**src/rtl/columns_circuit.sv**
```systemverilog
// Columns game board: a 4x4 gravity-fill board driven by the game controller state.
// One move is taken per entry into a player state; row 0 is the bottom row.
module columns_circuit (
    input  logic        clk,
    input  logic        reset,
    input  logic [3:0]  in_column,
    input  logic [1:0]  state,
    output logic [1:0]  column_decode,
    output logic [15:0] out_gameboard,
    output logic [15:0] out_players_cells,
    output logic        invalid_column,
    output logic        next_player
);
    localparam logic [1:0] StP1 = 2'b01;
    localparam logic [1:0] StP2 = 2'b10;

    logic [1:0]  prevState_q, prevState_d;
    logic [15:0] gameBoard_q, gameBoard_d;
    logic [15:0] playerCells_q, playerCells_d;
    logic        invalidColumn_q, invalidColumn_d;
    logic        nextPlayer_q, nextPlayer_d;

    logic        colOneHot;
    logic        moveAttempt;
    logic [15:0] colShift;
    logic [3:0]  colCells;
    logic [1:0]  freeRow;
    logic [3:0]  cellIdx;

    always_comb begin
        column_decode = 2'd0;
        colOneHot     = 1'b1;
        case (in_column)
            4'b0001: column_decode = 2'd0;
            4'b0010: column_decode = 2'd1;
            4'b0100: column_decode = 2'd2;
            4'b1000: column_decode = 2'd3;
            default: colOneHot = 1'b0;
        endcase
    end

    // Cells of the selected column, bottom row in bit 0; the column fills from the bottom
    // up, so the lowest clear bit is the landing row.
    always_comb begin
        colShift = gameBoard_q >> column_decode;
        colCells = {colShift[12], colShift[8], colShift[4], colShift[0]};
        freeRow  = 2'd0;
        for (int r = 3; r >= 0; r--) begin
            if (!colCells[r]) freeRow = r[1:0];
        end
        cellIdx = {freeRow, column_decode};
    end

    assign moveAttempt = ((state == StP1) || (state == StP2)) && (state != prevState_q);

    always_comb begin
        prevState_d     = state;
        gameBoard_d     = gameBoard_q;
        playerCells_d   = playerCells_q;
        invalidColumn_d = invalidColumn_q;
        nextPlayer_d    = nextPlayer_q;
        if (moveAttempt) begin
            if (colOneHot && !(&colCells)) begin
                gameBoard_d[cellIdx]   = 1'b1;
                playerCells_d[cellIdx] = (state == StP2);
                nextPlayer_d           = (state == StP1);
                invalidColumn_d        = 1'b0;
            end else begin
                invalidColumn_d = 1'b1;
            end
        end
    end

    always_ff @(posedge clk) begin
        if (reset) begin
            prevState_q     <= 2'b00;
            gameBoard_q     <= 16'h0000;
            playerCells_q   <= 16'h0000;
            invalidColumn_q <= 1'b0;
            nextPlayer_q    <= 1'b0;
        end else begin
            prevState_q     <= prevState_d;
            gameBoard_q     <= gameBoard_d;
            playerCells_q   <= playerCells_d;
            invalidColumn_q <= invalidColumn_d;
            nextPlayer_q    <= nextPlayer_d;
        end
    end

    assign out_gameboard     = gameBoard_q;
    assign out_players_cells = playerCells_q;
    assign invalid_column    = invalidColumn_q;
    assign next_player       = nextPlayer_q;
endmodule

```
**config.mk**
```make
export PLATFORM = sky130hd
export DESIGN_NAME = columns_circuit
export DESIGN_NICKNAME = d
export VERILOG_FILES = /design/src/rtl/columns_circuit.sv
export SDC_FILE = /design/constraint.sdc
export NUM_CORES = 1
export LEC_CHECK = 0
export BUFFER_PORTS_ARGS = -buffer_cell sky130_fd_sc_hd__buf_2
export CAP_MARGIN = 20
export CORE_ASPECT_RATIO = 0.75
export CORE_MARGIN = 2
export CORE_UTILIZATION = 46
export CTS_CLUSTER_SIZE = 25
export DETAILED_ROUTE_END_ITERATION = 7
export GPL_TIMING_DRIVEN = 0
export PLACE_DENSITY_LB_ADDON = 0.05
export SETUP_SLACK_MARGIN = 0.15
export SYNTH_ARGS = -nofsm -noshare
export SYNTH_HDL_FRONTEND = slang
export SYNTH_SLANG_ARGS = --single-unit
```
**constraint.sdc**
```tcl
create_clock -name clk -period 2.45 [get_ports clk]
set_clock_uncertainty 0.2 [all_clocks]
set_input_delay 0.49 -clock clk [delete_from_list [all_inputs] [get_ports clk]]
set_output_delay 0.49 -clock clk [all_outputs]
set_load 0.005 [all_outputs]
```
Word-level counts from Yosys, hierarchy flattened
Cells that the tools add are included.

Shift-type cells: 1. Mux-type cells: 10. Magnitude comparators: 2. Bitwise operators: 1. Reduce and logical (&&, ||, !) cells: 8. Equal/unequal tests: 7.

Operators with widths (count): bitwise mux 16 bit (1); bitwise OR 16 bit (1); >> shifter 16 x 2 -> 13 bit (1); two-way mux 2 bit (4); case mux 2 bit (3 select lines) (1); less-than comparator 4 x 5 -> 1 bit, second input constant (1); demux 1 bit (select 4 bit) (1); == test 4 x 1 -> 1 bit, second input constant (1); == test 4 x 2 -> 1 bit, second input constant (1); == test 4 x 3 -> 1 bit, second input constant (1); == test 4 bit, second input constant (1); >= comparator 4 x 1 -> 1 bit, second input constant (1); AND reduction 4 bit (1); OR reduction 4 bit (1); logical AND 1 bit (3); two-way mux 1 bit (3); == test 2 x 1 -> 1 bit, second input constant (1); == test 2 bit, second input constant (1); != test 2 bit (1); AND reduction 2 bit (1); zero test 1 bit (1); logical OR 1 bit (1).

Word-level logic and storage cells: 34. Output and inout port bits: 36. Bits in registers: 36.

Depth between registers and ports, before layout
Gate-level depths: netlist of run 1.

Depth in word-level cells: 12. Mapped depth: 7. Gate-level depth less buffers: 7.

Worst setup path before layout of run 1
No wires, ideal clock.

Path type: input port to flip-flop. From: input in_column[2]. To: register playerCells_q[10], in the netlist out_players_cells[10]. Slack: -0.057 ns. Data required time: 2.183 ns. Arrival: 2.240 ns. Path buffers: 1. Stages on the path: 7. Path through: buf_4 > xor2_4 > o211ai_4 > a222oi_1 > nor3_2 > a31o_1 > a21oi_2.

Longest elaborated chain between the ends: 12. Elaborated cells on any way between the ends: 22. Classes of those cells: order compare (2); eq/ne (4); shift (1); mux (9); reduce/logical (6).

RTL lines: start: declaration (line 6) `input logic [3:0] in_column,`; == test 4 bit, or another cell as far along (line 33) `case (in_column)`; case mux 2 bit (3 select lines) (line 33); >> shifter 16 x 2 -> 13 bit (line 45) `colShift = gameBoard_q >> column_decode;`; two-way mux 2 bit (4 in series) (line 49) `if (!colCells[r]) freeRow = r[1:0];`; less-than comparator 4 x 5 -> 1 bit (not written as such) or >= comparator 4 x 1 -> 1 bit (tied branches) (line 65) `playerCells_d[cellIdx] = (state == StP2);`; logical AND 1 bit (not written as such) (line 65); two-way mux 1 bit (not written as such) (line 65); demux 1 bit (select 4 bit) (line 65); bitwise mux 16 bit (line 65); end signal: assignment (line 84) `playerCells_q <= playerCells_d;`; end: declaration (line 19) `logic [15:0] playerCells_q, playerCells_d;`.

Several ways; a longest one is shown, not always the timed one. A chain may end at the register's enable or synchronous reset.

Worst setup path in the final report of run 1
From: input in_column[1]. To: output column_decode[0].

Longest elaborated chain between the ends: 2. Elaborated cells on any way between the ends: 4. Classes of those cells: eq/ne (3); mux (1).

RTL lines: == test 4 bit, or another cell as far along (line 33); case mux 2 bit (3 select lines) (*) (line 33); end: declaration (line 8) `output logic [1:0] column_decode,`.

Every way passes the cells marked *; elsewhere a longest branch is shown, timed or not.

==> out/metrics.yaml, run 1 <==
logic_synthesis:
  synth_mux_area_frac: 0.0907
  synth_top_family_by_area: "simple AND/OR/NAND/NOR gates"
  yosys_warnings: 0
  yosys_register_bits: 36
  syn_inst: 175
  yosysSeqAreaShare: 0.435
  synth_compound_area_frac: 0.142
  yosys_most_used_dff: "dfxtp_1"
  synth_enable_flop_cells: 0
  ys_types: 36
  synthArstFlopShare: 0
  synth-xor-area-share: 0.0272
  synth-simple-area-share: 0.223
  syn_area_sq_mm: 0.00166
  postSynthAreaPerCell_sq_um: 9.46
  yosys.area_share.adder: 0.0151
  syn_nets: 185
global_route:
  grt_use_total: 0.196
  grt_pass1_vias: 1333
  grt.overflow.total: 0
  grt_pass1_wl_um: 6130
  antenna_found_initial: 0
  grt_max_degree: 11
drt:
  drcViolationCount: 0
  drt-vias-per-instance: 5.47
  avgRoutedWirePerCell_um: 15.0
  ant_nets: 0
  drtIter0Drc: 85
  drtPass1Iterations: 4
  route.vias.total: 1465
  drt_wl_total_um: 4020
critical_path:
  cp.required_ps: 1760
  crit_type: "input port to output port"
  crit_path_top_delay_cell: "nor4b_4"
  r2r-start: "prevState_q[1]"
  r2r_slack_ps: 560
  path_buf_inv: 2
  rr_worst_depth: 6
  path_max_fanout: 10
  crit_family: "simple AND/OR/NAND/NOR gates"
  startpoint_type: "input port"
  worst_setup_path_end_kind: "output port"
  r2r_end: "out_players_cells[8]"
  arrival_ps: 1550
  slowest_delay_ps: 550
  crit_chain: "buf_4, nor4b_4, or2_2, buf_2"
sta:
  rsz0062_at_grt: "false"
  drv_slew: 0
  period_minus_slack_ps: 2240
  fmax_mhz: 446
  finalHoldViolations: 0
  tightest_slew_ps: 610
  setup_ws_ps: 206
  final.period_utilization: 0.916
  slew_headroom: 0.592
  setup_violations: 0
floorplanning:
  ioPinCount: 44
  start_util: 0.493
  core_sq_mm: 0.00336
  die_area_sq_mm: 0.00410
  die_y_um: 56.0
  die_w_um: 73.3
  rows: 18
power_and_ir_drop:
  total_power_mw: 1.11
  power_density_mw_per_mm2: 521
  ir_drop_mv: 0.413
  leakage_nw: 0.989
clocking:
  clkLatencyLatePin_ps: 280
  cts_tree: "yes"
  cts_buffer_depth: 2
  numCtsBuffers: 5
  postCtsHoldBufs: 0
  clock-root-buffer: "clkbuf_8"
  h-tree-depth: 2
  clk_pin_slew_worst_paths_ps: 70
  numClockSinks: 36
final_layout:
  diodes: 0
  final_common_cell: "buf_2"
  synthToLayoutAreaGrowth_pct: 28.3
  fillers: 286
  drive_gt1_frac: 0.320
  stdcell_count: 268
  nNetsFinal: 238
  final_cell_area_sq_mm: 0.00212
  final_cell_mix: "buf_2 (38), dfxtp_1 (36), inv_1 (16), nor2_1 (16), nand2b_1 (16)"
hold_path:
  worst_hold_startpoint: "next_player"
  min_to: "next_player"
  hold_path_class: "flip-flop to flip-flop"
  worstHoldPathCells: 2
place:
  dp_slack_ps: -375
  hpwl_um: 2900
  postPlaceCellArea_sq_mm: 0.00194
  placedCellCount: 253
  gp_congestion: 0.772
  io_buffers: 38
run_status:
  status: "complete, no violations"
job:
  drv_cap: 0
[stage by stage]
step,TNS [ps],util,hold WS (ps)
finish,0,0.633,273
global placement,-6510,0.578,250
global route,0,0.633,287
floorplan,-13.4,-,254
CTS,0,0.618,274
detailed placement,-8660,0.578,264
[repair_timing]
| item | in CTS | in global routing |
|---|---|---|
| pin swaps | 4 | 3 |
| setup buffers | 6 | 2 |
| setup endpoints to repair | 34 | 13 |
| resized for setup | 2 | 6 |
[cells in the mapped netlist (all sizes together), types with 2 or more instances]
cell type  number  area [sq um]
a21oi          18          93.8
a222oi          3          30.0
a31o            2          17.5
a31oi           2          12.5
buf             5          33.8
clkbuf          4          16.3
dfxtp          36           721
ha              2          25.0
inv            16          60.1
mux2i          15           150
nand2           5          18.8
nand2b         16           100
nand3           9          45.0
nand4           2          12.5
nor2           16          60.1
nor3            3          25.0
nor4b           3          62.6
o22ai           4          25.0
or2             2          12.5
xnor2           2          17.5
[per-layer routing]
metal / up-vias / share of wire / GRT usage
met5: - / 0 / 0
met4: 0 / 0.012 / 0.0820
met2: 56 / 0.48 / 0.297
met3: 5 / 0.063 / 0.0525
met1: 696 / 0.45 / 0.260
li1: 708 / - / -
[logic make-up after synthesis]
kind of cell             count (synthesis)
AND/OR/NAND/NOR                         60
adder cells (fa/ha/maj)                  2
buffers and inverters                   25
flip-flops                              36
AO/OA/AOI/OAI                           34
XOR/XNOR                                 3
multiplexers                            15
[report_power, final]
group	internal [mW]	switching, mW	total (mW)	leakage [nW]
registers	0.591	0.00297	0.594	0.291
logic	0.0512	0.0773	0.129	0.657
clock network	0.193	0.192	0.385	0.0410
total	0.835	0.272	1.11	0.989
[worst max-delay path by stage]
stage                             from                   end  cells after the start
after floorplan           in_column[1]  out_players_cells[8]                      7
after global placement    in_column[1]  out_players_cells[8]                      7
after detailed placement  in_column[1]  out_players_cells[8]                      7
after CTS                 in_column[0]  out_players_cells[5]                      6
after global routing      in_column[0]     out_gameboard[13]                      7
final                     in_column[1]      column_decode[0]                      4
[layout make-up]
class,instances,area [sq um],area share
Sequential cell,36,721,0.339
Inverter,16,60.1,0.0283
Tap cell,40,50.0,0.0236
Multi-Input combinational cell,114,900,0.423
Clock buffer,6,72.6,0.0342
Buffer,9,66.3,0.0312
Timing Repair Buffer,46,250,0.118
Clock inverter,1,5.00,0.00236
[state kept, by name, indices dropped and copies added, names as in the netlist]
name and cells:
out_gameboard 16, invalid_column 1, prevState_q 2, next_player 1, out_players_cells 16
[worst reg2reg max path, stage by stage, from the launching register on]
cell,delay [ps]
dfxtp_1,310
xnor2_1,130
a21oi_2,270
o31ai_4,170
nor3_4,370
nand3_1,160
mux2i_1,150
No activity file was read; power rests on OpenSTA's default activity.
==> run 2: changes to the inputs <==
- ABC_AREA: default -> 1
- CORE_UTILIZATION: 46 -> 53
- clock period: 2.45 -> 2.3 ns (I/O delays scaled with it)
==> run 2 against run 1 <==
  * Critical path depth up 9
  * Worst hold slack worse by 38 ps
  * Total power up 17%
  * Area after synthesis up 11%
  * Global-route usage up 4.7 points
  * Clock-buffer cell count up 1
  * First-iteration DRC count up 46%
  * Via count up 28%
  * Largest cell class unchanged
==> out/metrics.yaml, run 2 <==
run_status:
  status: "complete, no violations"
critical_path:
  crit_path_top_delay_cell: "nor2_4"
  worst_setup_path_end_kind: "flip-flop"
  startpoint_type: "input port"
  crit_type: "input port to flip-flop"
  path_max_fanout: 10  # unchanged
  path_buf_inv: 2  # unchanged
  slowest_delay_ps: 250  # -300 ps
  crit_family: "simple AND/OR/NAND/NOR gates"
  cp-startpoint: "in_column[0]"
  r2r-start: "out_gameboard[15]"
  crit_chain: "buf_2, nor2_4, nand2_4, nand3_4, nor2_1, nor2_2, nand2_2, nor2_4, nor2_8, buf_8, nand3_1, nand2_1, nor2_1"
  arrival_ps: 2110  # +560 ps
  cp.required_ps: 2330  # +570 ps
sta:
  fin_tns_setup_ps: 0  # unchanged
  final.period_utilization: 0.905
  fmax_mhz: 480
  rsz0062_at_grt: "true"
  finalHoldViolations: 0  # unchanged
  drv_slew: 0  # unchanged
  period_minus_slack_ps: 2080
  slew_headroom: 0.612  # +0.0203
  tightest_slew_ps: 582  # -27.9 ps
  setup_violations: 0  # unchanged
logic_synthesis:
  synthArstFlopShare: 0  # unchanged
  syn_inst: 262  # +50%
  ys_top_cells_by_count: "nor2_1 (56), nand2_1 (47), dfxtp_1 (36)"
  yosysTopAreaCellShare: 0.393  # -0.0422
  postSynthAreaPerCell_sq_um: 7.00  # -26%
  yosys_most_used_dff: "dfxtp_1"
  synthTopCellsByArea: "dfxtp_1 (39%), nor2_1 (11%), nand2_1 (9.6%)"
  yosys_register_bits: 36  # unchanged
  yosys_warnings: 0  # unchanged
  yosysSeqAreaShare: 0.393  # -0.0422
  synth.most_common_cell: "nor2_1"
  ys_types: 24  # -33%
  synth_area_leader_cell: "dfxtp_1"
  syn_area_sq_mm: 0.00183  # +11%
  synth_enable_flop_cells: 0  # unchanged
  syn_nets: 272  # +47%
power_and_ir_drop:
  pwr-share-comb: 0.130  # +0.014
  total_power_mw: 1.29  # +17%
  ir_drop_mv: 0.447  # +8.2%
  leakage_nw: 1.13  # +14%
  power_density_mw_per_mm2: 552  # +5.9%
  p_clk_frac: 0.378  # +0.031
  pwr-share-seq: 0.492  # -0.045
  p_switching_mw: 0.332  # +22%
  intPower_mw: 0.962  # +15%
  swShare: 0.256  # +0.0108
global_route:
  grt_use_total: 0.243  # +0.0471
  grt_pass1_wl_um: 7240  # +18%
  grt.overflow.total: 0  # unchanged
  antenna_found_initial: 0  # unchanged
  grt_pass1_vias: 1601  # +20%
  grt_max_degree: 11  # unchanged
clocking:
  numCtsBuffers: 5  # unchanged
  cts_buffer_depth: 2  # unchanged
  clkLatencyLatePin_ps: 290  # about the same
  clock-root-buffer: "clkbuf_8"
  numClockSinks: 36  # unchanged
  clk_pin_slew_worst_paths_ps: 70  # about the same
  h-tree-depth: 2  # unchanged
  postCtsHoldBufs: 0  # unchanged
  cts_tree: "yes"
drt:
  drt_wl_total_um: 4610  # +15%
  avgRoutedWirePerCell_um: 12.8  # -15%
  route.vias.total: 1868  # +28%
  drtPass1Iterations: 4  # unchanged
  drtIter0Drc: 124  # +46%
  drt-vias-per-instance: 5.17  # -5.3%
  ant_nets: 0  # unchanged
  drcViolationCount: 0  # unchanged
place:
  hpwl_um: 3220  # +11%
  gp_congestion: 0.903  # +17%
  placedCellCount: 344  # +36%
  io_buffers: 42  # +11%
floorplanning:
  start_util: 0.557  # +0.0642
  die_y_um: 54.9  # -1.8%
  die_w_um: 71.9  # -1.9%
  die_area_sq_mm: 0.00395  # -3.7%
  rows: 18  # unchanged
  core_sq_mm: 0.00329  # -2.0%
  ioPinCount: 44  # unchanged
final_layout:
  diodes: 0  # unchanged
  drive_gt1_frac: 0.290  # -0.0305
  post-route-util: 0.712  # +0.0792
  final_cell_mix: "nor2_1 (54), nand2_1 (46), buf_2 (42), dfxtp_1 (36), nand3_1 (30)"
  fillers: 304  # +6.3%
  synthToLayoutAreaGrowth_pct: 27.8
  stdcell_count: 361  # +35%
  nNetsFinal: 331  # +39%
  final_common_cell: "nor2_1"
job:
  drv_cap: 0  # unchanged
hold_path:
  worst_hold_startpoint: "state[1]"
  hold_path_class: "input port to flip-flop"
==> run 2: cell types whose count changed after synthesis, moves of 4 or more <==
cell      change
nand2_1      +42
nor2_2        +7
inv_1         +7
o22ai_1       -4
o21ai_1       +4
nor2_1       +40
nand2b_1     -16
nand3_1      +22
mux2i_1      -15
nand2_2       +7
nor2_4        +4
==> run 2: power groups by stage <==
stage / Combinational, mW / Clock (mW) / Sequential, mW
2_1_floorplan: 0.0977 / 0 / 0.650
3_3_place_gp: 0.138 / 0 / 0.650
3_5_place_dp: 0.141 / 0 / 0.650
4_1_cts: 0.143 / 0.496 / 0.636
5_1_grt: 0.185 / 0.525 / 0.637
6_report: 0.168 / 0.489 / 0.636
==> run 2: final cells by class <==
type	instances	area (sq um)	area share
repair buffers	52	298	0.127
clock buffers	7	96.3	0.0411
inverters	26	97.6	0.0417
plain buffers	9	67.6	0.0288
well taps	40	50.0	0.0214
multi-input cells	191	1010	0.432
flip-flops and latches	36	721	0.308
==> run 2: path summary, 6_finish.rpt <==
kind	end	slack (ps)	depth (start not counted)
worst max-delay path	out_players_cells[0]	220	13
worst max register to register	out_players_cells[0]	510	11
worst min-delay path	prevState_q[1]	230	3
worst min register to register	out_players_cells[6]	260	2
==> run 2: through the flow <==
| step | area [sq um] | setup slack, ps | hold WS, ps |
|---|---|---|---|
| 2_1_floorplan | 1830 | 282 | 255 |
| 3_3_place_gp | 2090 | -181 | 245 |
| 3_5_place_dp | 2090 | -211 | 250 |
| 4_1_cts | 2190 | 162 | 231 |
| 5_1_grt | 2340 | 88.7 | 243 |
| 6_report | 2340 | 218 | 235 |
==> run 2: routing by layer <==
| metal | global-route usage | wire (um) | vias to the layer above |
|---|---|---|---|
| met3 | 0.0725 | 303 | 5 |
| met2 | 0.373 | 2010 | 59 |
| met4 | 0.0755 | 40 | 0 |
| met5 | 0 | 0 | - |
| li1 | - | - | 950 |
| met1 | 0.332 | 2260 | 854 |
==> run 2: cells by family (layout without fill, tap and decap cells) <==
family / Yosys count / after routing / share of synthesized area
AND/OR/NAND/NOR: 160 / 160 / 0.413
flip-flops: 36 / 36 / 0.393
buffers and inverters: 35 / 94 / 0.0880
AO/OA/AOI/OAI: 27 / 27 / 0.0826
adder cells (fa/ha/maj): 2 / 2 / 0.0136
XOR/XNOR: 2 / 2 / 0.00956
==> run 2: tightest hold or removal path, delay by kind of cell <==
family	cells	cell delay [ps]
AND/OR/NAND/NOR	1	40
buffers and inverters	2	190
==> run 2: repair_timing <==
action	CTS	global route
setup buffers	0	10
pin swaps	0	7
hold endpoints to repair	0	0
resized for setup	1	14
endpoints found under the setup margin	1	28
==> run 3: changes to the inputs <==
- PLACE_DENSITY: default -> 0.78
- PLACE_DENSITY_LB_ADDON: 0.05 -> default
==> run 3 against run 2 <==
  * Cell area down 2.7%
  * Total power up 7.9%
  * Combinational power down 11%
  * Highest routed layer unchanged
  * Maximum frequency up 2.6%
  * Clock-buffer cell count unchanged
  * Critical endpoint is now out_players_cells[7]
  * Non-clock buffer count down 8
  * Worst hold slack better by 7.3 ps
==> out/metrics.yaml, run 3 (synthesis gave the netlist of run 2 again) <==
job:
  drv_cap: 0  # unchanged
sta:
  finalHoldViolations: 0  # unchanged
  setup_ws_ps: 270  # +52.1 ps
  drv_slew: 0  # unchanged
  final.period_utilization: 0.883  # -0.0227
  setup_violations: 0  # unchanged
  fin_tns_setup_ps: 0  # unchanged
  rsz0062_at_grt: "true"
  period_minus_slack_ps: 2030  # -52.1 ps
  tightest_slew_ps: 524  # -58.3 ps
  fmax_mhz: 493  # +2.6%
  hold_ws_ps: 242  # +7.35 ps
  slew_headroom: 0.651  # +0.0389
final_layout:
  final_cell_area_sq_mm: 0.00228  # -2.7%
  synthToLayoutAreaGrowth_pct: 24.3
  drive_gt1_frac: 0.268  # -0.0222
  nNetsFinal: 323  # -2.4%
  diodes: 0  # unchanged
  stdcell_count: 354  # -1.9%
  final_common_cell: "nor2_1"
  final_cell_mix: "nor2_1 (55), nand2_1 (46), buf_2 (42), dfxtp_1 (36), nand3_1 (31)"
critical_path:
  arrival_ps: 2050  # -60 ps
  crit_type: "input port to flip-flop"
  slowest_delay_ps: 210  # -40 ps
  cp.required_ps: 2320  # about the same
  path_buf_inv: 3  # +1
  worst_setup_path_end_kind: "flip-flop"
  crit_path_top_delay_cell: "nor2_4"
  startpoint_type: "input port"
  path_max_fanout: 10  # unchanged
  crit_chain: "buf_2, nor2_4, nand2_2, buf_6, nand4_1, nand2_4, nand2_4, nor2_4, nor2_8, buf_6, nand3_1, a21oi_1"
  crit_family: "simple AND/OR/NAND/NOR gates"
floorplanning:
  die_area_sq_mm: 0.00395  # unchanged
  die_y_um: 54.9  # unchanged
  rows: 18  # unchanged
  die_w_um: 71.9  # unchanged
  core_sq_mm: 0.00329  # unchanged
  start_util: 0.557  # unchanged
  ioPinCount: 44  # unchanged
clocking:
  cts_buffer_depth: 2  # unchanged
  h-tree-depth: 2  # unchanged
  numClockSinks: 36  # unchanged
  clkLatencyLatePin_ps: 290  # about the same
  numCtsBuffers: 5  # unchanged
  cts_tree: "yes"
  clk_pin_slew_worst_paths_ps: 70  # about the same
  clock-root-buffer: "clkbuf_8"
global_route:
  grt_pass1_wl_um: 7410  # +2.4%
  grt.overflow.total: 0  # unchanged
  grt_use_total: 0.252  # +0.00915
  grt_max_degree: 12  # +1
  antenna_found_initial: 0  # unchanged
  grt_pass1_vias: 1598  # -0.19%
drt:
  ant_nets: 0  # unchanged
  drtPass1Iterations: 4  # unchanged
  route.vias.total: 1840  # -1.5%
  drcViolationCount: 0  # unchanged
  drtIter0Drc: 153  # +23%
  drt-vias-per-instance: 5.20  # +0.45%
  drt_wl_total_um: 4380  # -4.9%
  avgRoutedWirePerCell_um: 12.4  # -3.1%
place:
  placedCellCount: 344  # unchanged
  hpwl_um: 3220  # -0.11%
  io_buffers: 42  # unchanged
  dp_slack_ps: -167  # +44.6 ps
  postPlaceCellArea_sq_mm: 0.00209  # unchanged
  gp_congestion: 0.859  # -4.9%
power_and_ir_drop:
  leakage_nw: 1.08  # -3.7%
  ir_drop_mv: 0.425  # -5.0%
  power_density_mw_per_mm2: 612  # +11%
run_status:
  status: "complete, no violations"
hold_path:
  hold_path_class: "input port to flip-flop"
==> run 3: worst min-delay path, delay by kind of cell <==
family / cells / cell delay (ps)
buffers and inverters: 2 / 200
and+or+nand+nor: 1 / 40
==> run 3: final timing paths <==
path                                              end  depth (start not counted)  slack [ps]            startpoint
worst min register to register   out_players_cells[4]                          2         260  out_players_cells[4]
worst min-delay path                   prevState_q[1]                          3         240              state[1]
worst max-delay path             out_players_cells[7]                         12         270          in_column[0]
worst max register to register  out_players_cells[12]                         11         510     out_gameboard[10]
==> run 3: final cells by class <==
| type | count | area, sq um |
|---|---|---|
| buffer | 9 | 63.8 |
| multi-input combinational | 191 | 995 |
| clock inverter | 1 | 30.0 |
| sequential | 36 | 721 |
| tap | 40 | 50.0 |
| timing repair buffer | 44 | 225 |
| fill | 306 | 1010 |
| inverter | 26 | 97.6 |
| clock buffer | 7 | 96.3 |
==> run 3: per-layer routing <==
| layer | GRT usage | routed length [um] |
|---|---|---|
| met1 | 0.349 | 2100 |
| met2 | 0.386 | 1920 |
| met3 | 0.0761 | 320 |
| met4 | 0.0692 | 32 |
| met5 | 0 | 0 |
==> run 3: power by group <==
part | switching, mW | total (mW) | internal, mW | leakage (nW)
logic | 0.0981 | 0.150 | 0.0523 | 0.729
registers | 0.00468 | 0.636 | 0.631 | 0.291
clock network | 0.227 | 0.609 | 0.382 | 0.0645
total | 0.329 | 1.40 | 1.07 | 1.08
==> run 3: timing repair <==
action / CTS / global route
hold buffers: 0 / 0
endpoints found under the hold margin: 0 / 0
buffers inserted: 0 / 2
resized for setup: 1 / 9
pin swaps: 0 / 1
setup endpoints to repair: 1 / 24
==> run 3: through the flow <==
step / power, mW / utilization
CTS: 1.40 / 0.677
detailed placement: 0.789 / 0.637
global placement: 0.787 / 0.637
floorplan: 0.748 / -
finish: 1.40 / 0.693
global route: 1.45 / 0.693
